File: src/rtl/mux_rr_reg.sv
// mux_rr_reg: registered channel mux with fixed-select and round-robin modes.
module mux_rr_reg #(
  parameter int SIZE  = 32,
  parameter int CH    = 4,
  parameter int SEL_W = 2
) (
  input  logic                 clk_i,
  input  logic                 rst_i,
  input  logic [CH*SIZE-1:0]   data_i,
  input  logic [CH-1:0]        valid_i,
  input  logic [SEL_W-1:0]     select_i,
  input  logic                 mode_i,
  input  logic                 stall_i,
  input  logic                 flush_i,
  output logic [SIZE-1:0]      data_o,
  output logic                 valid_o,
  output logic [CH-1:0]        grant_o,
  output logic [SEL_W-1:0]     sel_o
);
  localparam int N = 2**SEL_W;
  logic [SIZE-1:0]  w_ch [N];
  logic [N-1:0]     w_vp;
  logic             w_rr_hit;
  logic [SEL_W-1:0] w_rr_idx;
  logic [SEL_W-1:0] w_j;
  logic [CH-1:0]    w_fix_oh;
  logic [CH-1:0]    w_rr_oh;
  logic [SIZE-1:0]  r_data;
  logic             r_valid;
  logic [CH-1:0]    r_grant;
  logic [SEL_W-1:0] r_sel;
  logic [SEL_W-1:0] r_ptr;
  // Pad to the full select range so out-of-range indices read zero data and no request.
  genvar k;
  for (k = 0; k < N; k++) begin : g_ch
    if (k < CH) begin : g_on
      assign w_ch[k] = data_i[k*SIZE +: SIZE];
      assign w_vp[k] = valid_i[k];
    end else begin : g_off
      assign w_ch[k] = '0;
      assign w_vp[k] = 1'b0;
    end
  end
  // Scan farthest-to-nearest so the nearest requester after ptr wins; wrap is modulo CH.
  always_comb begin
    w_rr_hit = 1'b0;
    w_rr_idx = r_ptr;
    w_j      = '0;
    for (int i = CH; i >= 1; i--) begin
      w_j = SEL_W'((int'(r_ptr) + i) % CH);
      if (w_vp[w_j]) begin
        w_rr_hit = 1'b1;
        w_rr_idx = w_j;
      end
    end
  end
  assign w_fix_oh = CH'(1) << select_i;
  assign w_rr_oh  = CH'(1) << w_rr_idx;
  always_ff @(posedge clk_i) begin
    if (!rst_i) begin
      r_data  <= '0;
      r_valid <= 1'b0;
      r_grant <= '0;
      r_sel   <= '0;
      r_ptr   <= SEL_W'(CH-1);
    end else if (flush_i) begin
      r_valid <= 1'b0;
      r_grant <= '0;
    end else if (!stall_i) begin
      if (!mode_i) begin
        r_data  <= w_ch[select_i];
        r_sel   <= select_i;
        r_valid <= w_vp[select_i];
        r_grant <= w_vp[select_i] ? w_fix_oh : '0;
      end else if (w_rr_hit) begin
        r_data  <= w_ch[w_rr_idx];
        r_sel   <= w_rr_idx;
        r_valid <= 1'b1;
        r_grant <= w_rr_oh;
        r_ptr   <= w_rr_idx;
      end else begin
        r_valid <= 1'b0;
        r_grant <= '0;
      end
    end
  end
  assign data_o  = r_data;
  assign valid_o = r_valid;
  assign grant_o = r_grant;
  assign sel_o   = r_sel;
endmodule
File: config.mk
export PLATFORM = sky130hd
export DESIGN_NAME = mux_rr_reg
export DESIGN_NICKNAME = d
export VERILOG_FILES = /design/src/rtl/mux_rr_reg.sv
export SDC_FILE = /design/constraint.sdc
export NUM_CORES = 1
export LEC_CHECK = 0
export ABC_AREA = 1
export BUFFER_PORTS_ARGS = -buffer_cell sky130_fd_sc_hd__buf_2
export CORE_MARGIN = 1
export CORE_UTILIZATION = 49
export DETAILED_ROUTE_END_ITERATION = 16
export MAX_ROUTING_LAYER = met4
export PLACE_DENSITY = 0.8
export RECOVER_POWER = 25
export SYNTH_ARGS = -nofsm -noshare
export SYNTH_HDL_FRONTEND = slang
export SYNTH_SLANG_ARGS = --single-unit
File: constraint.sdc
create_clock -name clk_i -period 2.15 [get_ports clk_i]
set_input_delay 0.645 -clock clk_i [delete_from_list [all_inputs] [get_ports clk_i]]
set_output_delay 0.645 -clock clk_i [all_outputs]
set_load 0.01 [all_outputs]
Word level (Yosys, flattened, before mapping):

Cells that the tools add are included.
W data, S select, Z words.

* register bits: 41
* output and inout port bits: 39

* muxes and demuxes: 33
* $lt $le $gt $ge: 7
* equal/unequal tests: 1
* reduce and logical (&&, ||, !) cells: 3
* bitwise logic cells: 5
* add/sub/neg operators: 4
* shifts and indexed selects: 2

Operators by type and width (count)
* $mux W32: 6
* $bmux W32 S2: 2
* $lt A2 B3 Y1 const B: 5
* $mux W2: 6
* $mux W4: 3
* $mux W1: 11
* $bmux W1 S2: 5
* $shl A1 B2 Y4 const A: 2
* $ge A3 B3 Y1 const B: 2
* $not A2 Y3: 2
* $add A2 B1 Y2 const B: 2
* $add A2 B2 Y2 const B: 2
* $reduce_and A4 Y1: 1
* $not A1 Y1: 3
* $reduce_and A3 Y1: 1
* $ne A2 B1 Y1 const B: 1
* $reduce_or A2 Y1: 1

Logic depth before layout (Yosys ltp):

Gate-level depths: netlist of run 1.

* depth in word-level cells: 13
* mapped depth: 18
* depth with buffers taken out: 15

Least setup slack after synthesis of run 1:

No wires, ideal clock.

* path type: input to register
* start: input port valid_i[1]
* end: register r_data[5], in the netlist data_o[5]
* setup slack: 0.215 ns
* cell stages on the path: 14
* library setup time: 0.132 ns
* arrival time: 1.803 ns
* buffers on the path: 1
* cells stage by stage: inv_1 nand2_1 nand3_1 nand2_1 inv_2 nand2_2 nand2_2 nand2_4 clkbuf_1 nand3b_1 nand3_1 nand3_1 nand2_1 a21oi_1

* cells in the longest elaborated chain, start to end: 12

RTL lines
* from (decl): RTL line 10 `input logic [CH-1:0] valid_i,`
* $bmux W1 S2: RTL line 51 `if (w_vp[w_j]) begin`
* $mux W1 (implied by the code): RTL line 51
* $mux W2 (4 in series): RTL line 51
* $not A2 Y3 (implied by the code): RTL line 76 `r_data <= w_ch[w_rr_idx];`
* $bmux W32 S2: RTL line 76
* $mux W32 (implied by the code) (2 in series): RTL line 76
* $mux W32: RTL line 75 `end else if (w_rr_hit) begin`
* $mux W32: RTL line 70 `if (!mode_i) begin`
* to (signal assigned): RTL line 71 `r_data <= w_ch[select_i];`
* to (signal assigned): RTL line 76
* to (decl): RTL line 28 `logic [SIZE-1:0] r_data;`

Parallel ways exist; a longest one is shown, timed or not. The select of a mux whose other input is x is not followed.
A chain may end at the register's enable or synchronous reset.

Worst setup path in the final report of run 1:

* start: register r_ptr[1]
* end: register r_data[3], in the netlist data_o[3]

* cells in the longest elaborated chain, start to end: 13

RTL lines
* from (decl): RTL line 32 `logic [SEL_W-1:0] r_ptr;`
* from (signal assigned): RTL line 65 `r_ptr <= SEL_W'(CH-1);`
* from (signal assigned): RTL line 80 `r_ptr <= w_rr_idx;`
* $add A2 B1 Y2: RTL line 50 `w_j = SEL_W'((int'(r_ptr) + i) % CH);`
* $bmux W1 S2: RTL line 51
* $mux W1 (implied by the code): RTL line 51
* $mux W2 (4 in series): RTL line 51
* $not A2 Y3 (implied by the code): RTL line 76
* $bmux W32 S2: RTL line 76
* $mux W32 (implied by the code) (2 in series): RTL line 76
* $mux W32: RTL line 75
* $mux W32: RTL line 70

Parallel ways exist; a longest one is shown, timed or not. The select of a mux whose other input is x is not followed.

==> results_dict.tcl, run 1 <==
set metrics [dict create \
    drive_above_1_share 0.246 \
    grt_use_total 0.374 \
    start_util 0.515 \
    first_pass_iters 7 \
    grt-ovfl-total 0 \
    r2r-start "r_ptr[1]$_SDFFE_PN1P_" \
    r2r_slack_ns 0.20 \
    clkTransAtPathRegs_ns 0.08 \
    postSynthAreaPerCell_um2 5.51 \
    synthCells 738 \
    worst_pin_slew_ns 0.560 \
    place_hpwl_um 11700 \
    portBuffers 177 \
    ir_drop_mv 0.306 \
    status "finished, final reports clean" \
    crit_slowest_cell "dfxtp_1" \
    cp-start-kind "register" \
    synth_warnings 0 \
    gp_congestion 0.959 \
    critPathArrivalTime_ns 2.12 \
    antenna_found_initial 0 \
    critical_path.cell_chain "inv_2 > nand2_1 > nand2_1 > nand2_1 > nand2_1 > nand2_2 > nand2_2 > nand2_4 > nand2_2 > buf_4 > nand3_1 > nand2_1 > nor2_1 > nand2_1 > nand2_1 > a21oi_1" \
    core_area_um2 7890 \
    wl_per_cell_um 15.7 \
    die_h_um 93.1 \
    holdWs_ns 0.468 \
    hold_buffers 0 \
    grt_pass1_wl_um 25300 \
    ys_seq_elements 41 \
    grt_max_degree 40 \
    min_path_cells 2 \
    leakage_uw 0.00284 \
    synth_seq_area_share 0.202 \
    end_kind "register" \
    dieWidth_um 93.1 \
    fin_crit_ns 1.95 \
    viasPerCell 5.73 \
    syn2layout_area_growth_pct 31.3 \
    via_count 5836 \
    powerDensity_nw_per_um2 519 \
    p_clk_frac 0.186 \
    p_switching_uw 1170 \
    intPower_uw 1600 \
    drc_errors 0 \
    drtIter0Drc 476 \
    min_from "data_o[17]$_SDFFE_PN0P_" \
    ctsRootBufferMaster "clkbuf_8" \
    swShare 0.423 \
    htreeDepth 2 \
    cp_max_fo 14 \
    ios 178 \
    final_nets 1054 \
    synth_cell_type_count 31 \
    worstPathRequired_ns 2.33 \
    hold_class "register to register" \
    reg2reg_depth 16 \
    clk_path_buf_depth 2 \
    clk_latency_ns 0.30 \
    fin_crit_sh 0.905 \
    routed_wl_um 16000 \
    reg2reg_to "data_o[3]$_SDFFE_PN0P_" \
    syn-num-nets 877 \
    finalSetupViolCount 0 \
    crit_buf_inv 2 \
    worstSetupPathType "register to register" \
    rows 32 \
    cap_violations 0 \
    cp_slowest_stage_delay_ns 0.41 \
    slew_headroom 0.617 \
    p_comb_frac 0.509 \
    numClockSinks 41 \
    max_freq_mhz 514 \
    n_antenna_cell 0 \
    ant_nets 0 \
    grt_pass1_vias 5502 \
    slew_violations 0 \
    crit_top_cell "nand2_1" \
    cp_top_family "simple AND/OR/NAND/NOR gates" \
    fin_skew_ns 0.00438 \
    synth_area_um2 4070 \
    die-area_um2 8660 \
    hold_viol 0 \
    cts-buffers-inserted 5 \
    worstHoldEndpoint "data_o[17]$_SDFFE_PN0P_" \
    grt_setup_unrepaired "no" \
    pwr-share-seq 0.305 \
    utilization 0.677 \
    cts_tree "done" \
]
## cell usage after synthesis
library cell    n  area, µm²
a2111oi_0       7       61.3
a21oi_1        67        335
a21oi_4         1       16.3
a221oi_1        3       26.3
a22oi_1        26        195
a31oi_1        18        113
buf_1           3       11.3
buf_2          12       60.1
buf_4           2       15.0
buf_6           6       67.6
clkbuf_1       25       93.8
clkinv_1        3       11.3
dfxtp_1        41        821
inv_1          86        323
inv_2           5       18.8
inv_6           1       8.76
nand2_1       228        856
nand2_2         3       18.8
nand2_4         1       11.3
nand3_1        77        385
nand3_4         2       35.0
nand3b_1       17        128
nand4_1         1       6.26
nor2_1         68        255
nor2_2          1       6.26
nor3_1          1       5.00
o211ai_1        1       7.51
o21ai_0        29        145
o21ai_2         1       8.76
o221a_2         1       11.3
o2bb2ai_1       1       8.76
## worst reg2reg max path, stage by stage (launching register included)
cell	delay, ns
dfxtp_1	0.41
inv_2	0.08
nand2_1	0.06
nand2_1	0.08
nand2_1	0.09
nand2_1	0.08
nand2_2	0.11
nand2_2	0.07
nand2_4	0.10
nand2_2	0.11
buf_4	0.21
nand3_1	0.08
nand2_1	0.05
nor2_1	0.10
nand2_1	0.06
nand2_1	0.07
a21oi_1	0.07
## worst max-delay path by stage
stage | start | to | depth (start not counted)
6_report | r_ptr[1]$_SDFFE_PN1P_ | data_o[3]$_SDFFE_PN0P_ | 16
5_1_grt | r_ptr[0]$_SDFFE_PN1P_ | data_o[8]$_SDFFE_PN0P_ | 16
4_1_cts | r_ptr[0]$_SDFFE_PN1P_ | data_o[3]$_SDFFE_PN0P_ | 16
3_5_place_dp | valid_i[3] | data_o[7]$_SDFFE_PN0P_ | 17
3_3_place_gp | valid_i[1] | data_o[3]$_SDFFE_PN0P_ | 17
2_1_floorplan | valid_i[1] | data_o[5]$_SDFFE_PN0P_ | 14
## registers in the layout, indices dropped and copies added, names as in the netlist
signal and cells:
r_ptr 2, data_o 32, sel_o 2, grant_o 4, valid_o 1
## final cells by class
class	count	area, µm²
Multi-Input combinational cell	554	2650
Fill cell	746	2550
Timing Repair Buffer	218	1290
Sequential cell	41	825
Inverter	95	362
Tap cell	102	128
Clock buffer	6	72.6
Clock inverter	2	10.0
## logic make-up (layout without fill, tap and decap cells)
group | count (synthesis) | count (layout) | synth area share
simple gates | 399 | 399 | 0.420
compound gates | 155 | 155 | 0.228
buf+inv | 143 | 321 | 0.150
flops | 41 | 41 | 0.202
## timing repair
action                                  in CTS  in global routing
buffers inserted                             0                  0
endpoints found under the setup margin       0                 34
resized for setup                            0                  3
## through the flow
stage	cell area (µm²)	setup WS [ns]	setup TNS (ns)	total power, µW	cells
after floorplan	4070	0.215	0	1700	738
after global placement	5280	-0.00368	-0.00368	2210	1010
after detailed placement	5280	-0.0806	-1.20	2250	1010
after CTS	5360	0.0827	0	2760	1018
after global routing	5340	0.0280	0	2950	1018
final	5340	0.205	0	2770	1018
## per-layer routing
layer,global-route usage,vias up,share of wire
met1,0.443,2537,0.39
met5,-,-,0
met4,0.155,0,0.035
li1,-,2753,-
met3,0.0463,81,0.11
met2,0.642,465,0.47
## placed cells by master (no fill, tap or decap), types with 5 or more instances in the layout
cell type	instances
clkbuf_8	5
buf_4	31
inv_2	6
buf_12	10
a22oi_1	26
buf_2	157
a2111oi_0	7
inv_1	85
nand3b_1	17
nand2_1	228
nand3_1	77
o21ai_0	29
clkbuf_1	21
nor2_1	66
dfxtp_1	40
a21oi_1	67
a31oi_1	18
## power groups by stage
| stage | combinational [µW] | clock (µW) | sequential (µW) |
|---|---|---|---|
| after floorplan | 819 | 0 | 877 |
| after CTS | 1390 | 526 | 843 |
| after detailed placement | 1390 | 0 | 860 |
| after global routing | 1550 | 549 | 850 |
| after global placement | 1350 | 0 | 860 |
| final | 1410 | 514 | 846 |
(Power assumes the default switching activity.)
==> run 2: changes to the inputs <==
--- a/config.mk
+++ b/config.mk
@@ -7,6 +7,7 @@
 export LEC_CHECK = 0
 export ABC_AREA = 1
 export BUFFER_PORTS_ARGS = -buffer_cell sky130_fd_sc_hd__buf_2
+export CORE_ASPECT_RATIO = 0.5
 export CORE_MARGIN = 1
 export CORE_UTILIZATION = 49
 export DETAILED_ROUTE_END_ITERATION = 16
==> run 2 against run 1 <==
The run now ends with design-rule violations left. Wire length fell by 6.3%. Cell area rose by 1.1%. Critical path type unchanged. Sequential power fell by 0.8%.
==> results_dict.tcl, run 2 (synthesis results as in run 1) <==
set metrics [dict create \
    status "complete, but fails checks" \
    violations "design-rule violations" \
    die-area_um2 8690 \
    clk_path_buf_depth 2 \
    drtIter0Drc 517 \
    grt_pass1_vias 5143 \
    portBuffers 177 \
    grt_use_total 0.359 \
    slew_violations 0 \
    grt_pass1_wl_um 23800 \
    grt-ovfl-total 0 \
    hold_class "register to register" \
    start_util 0.506 \
    core_area_um2 8030 \
    ant_nets 0 \
    multiInputGateArea_um2 2650 \
    gp_congestion 1.02 \
    cts-buffers-inserted 5 \
    cp_max_fo 11 \
    worstPathRequired_ns 2.32 \
    largest_reg_flops 32 \
    layoutNonFillerInstCount 1023 \
    drive_above_1_share 0.240 \
    wl_per_cell_um 14.6 \
    hold_viol 0 \
    cap_violations 0 \
    fin_crit_ns 1.93 \
    viasPerCell 5.56 \
    die_h_um 66.4 \
    end_kind "register" \
    numClockSinks 41 \
    grt_max_degree 48 \
    place_area_um2 5270 \
    place_hpwl_um 10500 \
    dp_cells 1016 \
    worst_pin_slew_ns 0.406 \
    slew_headroom 0.722 \
    finalInstanceArea_um2 5400 \
    final_nets 1050 \
    n_fill_cell 782 \
    syn2layout_area_growth_pct 32.7 \
    critPathArrivalTime_ns 2.10 \
    clkTransAtPathRegs_ns 0.06 \
    drc_errors 2 \
    grt_setup_unrepaired "no" \
    seqCellArea_um2 825 \
    hold_buffers 0 \
    ctsRootBufferMaster "clkbuf_16" \
    routed_wl_um 15000 \
    r2r_slack_ns 0.22 \
    finalSetupViolCount 0 \
    fin_skew_ns 0.00439 \
    p_total_uw 3010 \
    via_count 5688 \
    ios 178 \
    layout_commonest_cell "nand2_1" \
    rows 23 \
    final_cell_mix "nand2_1, buf_2, inv_1" \
    leakage_uw 0.00285 \
    powerDensity_nw_per_um2 557 \
    n_antenna_cell 0 \
    holdWs_ns 0.462 \
    ir_drop_mv 0.341 \
    cts_tree "done" \
    htreeDepth 2 \
    cp-start-kind "register" \
    first_pass_iters 12 \
    worstSetupPathType "register to register" \
    setup_ws_ns 0.219 \
    clk_latency_ns 0.29 \
    dieWidth_um 131 \
    fin_crit_sh 0.898 \
    dp_worst_setup_slack_ns -0.0421 \
    max_freq_mhz 518 \
    antenna_found_initial 0 \
]
==> run 2: report_power, final <==
part / switching, µW / leakage [µW] / internal (µW)
Clock: 334 / 0.0000700 / 458
Combinational: 827 / 0.00245 / 547
Sequential: 28.0 / 0.000335 / 811
Total: 1190 / 0.00285 / 1820
==> run 2: path summary, 6_finish.rpt <==
check,start,to,cells past startpoint
setup / recovery,r_ptr[0]$_SDFFE_PN1P_,data_o[14]$_SDFFE_PN0P_,16
hold / removal,data_o[13]$_SDFFE_PN0P_,data_o[13]$_SDFFE_PN0P_,2
setup reg to reg,r_ptr[0]$_SDFFE_PN1P_,data_o[14]$_SDFFE_PN0P_,16
hold reg to reg,data_o[13]$_SDFFE_PN0P_,data_o[13]$_SDFFE_PN0P_,2
==> run 2: metal layers <==
layer / vias up / GRT usage / part of all wire
met3: 34 / 0.0494 / 0.11
met1: 2512 / 0.460 / 0.42
met2: 386 / 0.580 / 0.45
met4: 0 / 0.126 / 0.016
met5: - / - / 0
li1: 2756 / - / -
==> run 2: cell type report <==
cell class,count,area share
inverter,95,0.0670
timing repair buffer,214,0.237
clock buffer,7,0.0264
multi-input combinational,554,0.491
tap,112,0.0260
sequential,41,0.153
==> run 2: critical path: stages, from the launching register on <==
cell	delay (ns)
dfxtp_4	0.37
buf_4	0.16
nand2_1	0.05
nand2_1	0.07
nand2_1	0.09
nand2_1	0.09
nand2_2	0.11
nand2_2	0.07
nand2_4	0.09
nand2_2	0.11
inv_2	0.09
buf_4	0.22
nand2_1	0.07
nand3_1	0.07
nand2_1	0.05
nand2_1	0.06
a21oi_1	0.06
==> run 2: what timing repair did <==
action,4_1_cts,5_1_grt
hold endpoints to repair,0,0
gates resized for setup,0,3
setup buffers,0,0
endpoints found under the setup margin,0,31
==> run 2: through the flow <==
stage	util	setup TNS (ns)
6_report	0.672	0
5_1_grt	0.672	0
4_1_cts	0.674	0
3_5_place_dp	0.657	-0.659
3_3_place_gp	0.657	0
2_1_floorplan	-	0
==> run 3: changes to the inputs <==
--- a/config.mk
+++ b/config.mk
@@ -9,10 +9,11 @@
 export BUFFER_PORTS_ARGS = -buffer_cell sky130_fd_sc_hd__buf_2
 export CORE_ASPECT_RATIO = 0.5
 export CORE_MARGIN = 1
-export CORE_UTILIZATION = 49
+export CORE_UTILIZATION = 35
+export CTS_CLUSTER_DIAMETER = 80
 export DETAILED_ROUTE_END_ITERATION = 16
 export MAX_ROUTING_LAYER = met4
-export PLACE_DENSITY = 0.8
+export PLACE_DENSITY = 0.6
 export RECOVER_POWER = 25
 export SYNTH_ARGS = -nofsm -noshare
 export SYNTH_HDL_FRONTEND = slang
==> run 3 against run 2 <==
The run now ends clean. Power increased by 1.3%. Critical path type unchanged. Largest cell class unchanged. Cell area increased by 2.8%. Wire length increased by 8.9%. Flip-flop and latch count unchanged. Die area increased by 39%. Core utilization decreased by 17 points. Non-clock buffer count increased by 16. Maximum frequency decreased by 1.3%. First-iteration DRC count decreased by 14%. Critical path depth decreased by 3.
==> results_dict.tcl, run 3 (synthesis results as in run 1) <==
set metrics [dict create \
    status "finished, final reports clean" \
    critical_path.cell_chain "inv_6 > nand2_1 > buf_4 > nand2_1 > nand3_1 > a21oi_4 > buf_4 > nand3_1 > nand2_1 > nor2_1 > nand2_1 > nand2_1 > a21oi_1" \
    ir_drop_mv 0.315 \
    cp_slowest_stage_delay_ns 0.38 \
    fin_crit_ns 1.96 \
    routed_wl_um 16300 \
    worstPathRequired_ns 2.36 \
    final_cell_mix "nand2_1, buf_2, inv_1" \
    fin_skew_ns 0.00464 \
    p_total_uw 3040 \
    wl_per_cell_um 15.2 \
    worstSetupPathType "register to register" \
    place_area_um2 5410 \
    fin_crit_sh 0.910 \
    hold_class "register to register" \
    hold_buffers 0 \
    cp_max_fo 13 \
    crit_top_cell "nand2_1" \
    final_nets 1066 \
    drc_errors 0 \
    grt_pass1_wl_um 26100 \
    critPathArrivalTime_ns 2.17 \
    clk_path_buf_depth 2 \
    n_fill_cell 1262 \
    grt-ovfl-total 0 \
    largest_reg_flops 32 \
    drtIter0Drc 444 \
    p_comb_frac 0.472 \
    dp_worst_setup_slack_ns -0.0779 \
    grt_setup_unrepaired "no" \
    antenna_found_initial 0 \
    die_h_um 78.2 \
    drive_above_1_share 0.255 \
    dieWidth_um 154 \
    max_freq_mhz 511 \
    grt_max_degree 40 \
    numClockSinks 41 \
    hold_viol 0 \
    p_switching_uw 1220 \
    viasPerCell 5.27 \
    powerDensity_nw_per_um2 549 \
    fin_setup_tns_ns 0 \
    cp_top_family "simple AND/OR/NAND/NOR gates" \
    cp-start-kind "register" \
    slew_headroom 0.615 \
    ios 178 \
    pwr-share-seq 0.277 \
    crit_slowest_cell "dfxtp_4" \
    worst_pin_slew_ns 0.577 \
    place_hpwl_um 11800 \
    p_clk_frac 0.251 \
    syn2layout_area_growth_pct 36.5 \
    intPower_uw 1820 \
    utilization 0.498 \
    via_count 5650 \
    grt_pass1_vias 5308 \
    rows 27 \
    core_area_um2 11100 \
    setup_ws_ns 0.193 \
    finalInstanceArea_um2 5550 \
    die-area_um2 12100 \
    n_antenna_cell 0 \
    clkTransAtPathRegs_ns 0.07 \
    cap_violations 0 \
    layout_commonest_cell "nand2_1" \
    grt_use_total 0.277 \
    cts_tree "done" \
    finalSetupViolCount 0 \
    ctsRootBufferMaster "clkbuf_16" \
    swShare 0.401 \
    first_pass_iters 6 \
    clk_latency_ns 0.29 \
    htreeDepth 2 \
    slew_violations 0 \
    leakage_uw 0.00292 \
    ant_nets 0 \
    end_kind "register" \
    start_util 0.365 \
    gp_congestion 0.934 \
    crit_buf_inv 3 \
    portBuffers 177 \
    cts-buffers-inserted 5 \
]
[run 3: changes by cell type in the layout (fill, tap and decap cells not counted), sizes merged]
cell    change
buf        +16
clkbuf      -1
clkinv      +2
[run 3: final timing paths]
check | startpoint | end | slack (ns) | cells past startpoint
worst max register to register | r_ptr[0]$_SDFFE_PN1P_ | data_o[20]$_SDFFE_PN0P_ | 0.19 | 13
worst max-delay path | r_ptr[0]$_SDFFE_PN1P_ | data_o[20]$_SDFFE_PN0P_ | 0.19 | 13
worst min-delay path | data_o[19]$_SDFFE_PN0P_ | data_o[19]$_SDFFE_PN0P_ | 0.46 | 2
worst min register to register | data_o[19]$_SDFFE_PN0P_ | data_o[19]$_SDFFE_PN0P_ | 0.46 | 2
[run 3: power by group through the flow]
stage	Combinational, µW	Sequential [µW]	Clock [µW]
floorplan	819	877	0
global placement	1390	860	0
detailed placement	1410	859	0
CTS	1410	843	786
global route	1590	850	817
finish	1440	844	765
[run 3: worst min-delay path: stages (launching register included)]
cell and delay, ns:
dfxtp_1 0.31, nand2_1 0.06, a21oi_1 0.05
[run 3: area by class of cell]
type | count | area (µm²) | share of cell area
clock buffers | 6 | 129 | 0.0232
clock inverters | 2 | 10.0 | 0.00180
inverters | 95 | 362 | 0.0652
multi-input cells | 554 | 2660 | 0.479
flip-flops and latches | 41 | 825 | 0.149
well taps | 145 | 181 | 0.0327
repair buffers | 230 | 1380 | 0.249
[run 3: per-stage QoR]
| step | instances | hold WS, ns |
|---|---|---|
| after floorplan | 738 | 0.488 |
| after global placement | 1063 | 0.453 |
| after detailed placement | 1063 | 0.452 |
| after CTS | 1071 | 0.462 |
| after global routing | 1073 | 0.477 |
| final | 1073 | 0.464 |
[run 3: metal layers]
layer | vias up | share of wire | global-route usage
met3 | 23 | 0.086 | 0.0398
met1 | 2524 | 0.46 | 0.370
met5 | - | 0 | -
met2 | 321 | 0.45 | 0.440
li1 | 2782 | - | -
met4 | 0 | 0.013 | 0.0683
[run 3: timing repair]
action	4_1_cts	5_1_grt
endpoints found under the hold margin	0	0
endpoints found under the setup margin	0	37
resized for setup	0	4
setup buffers	0	2
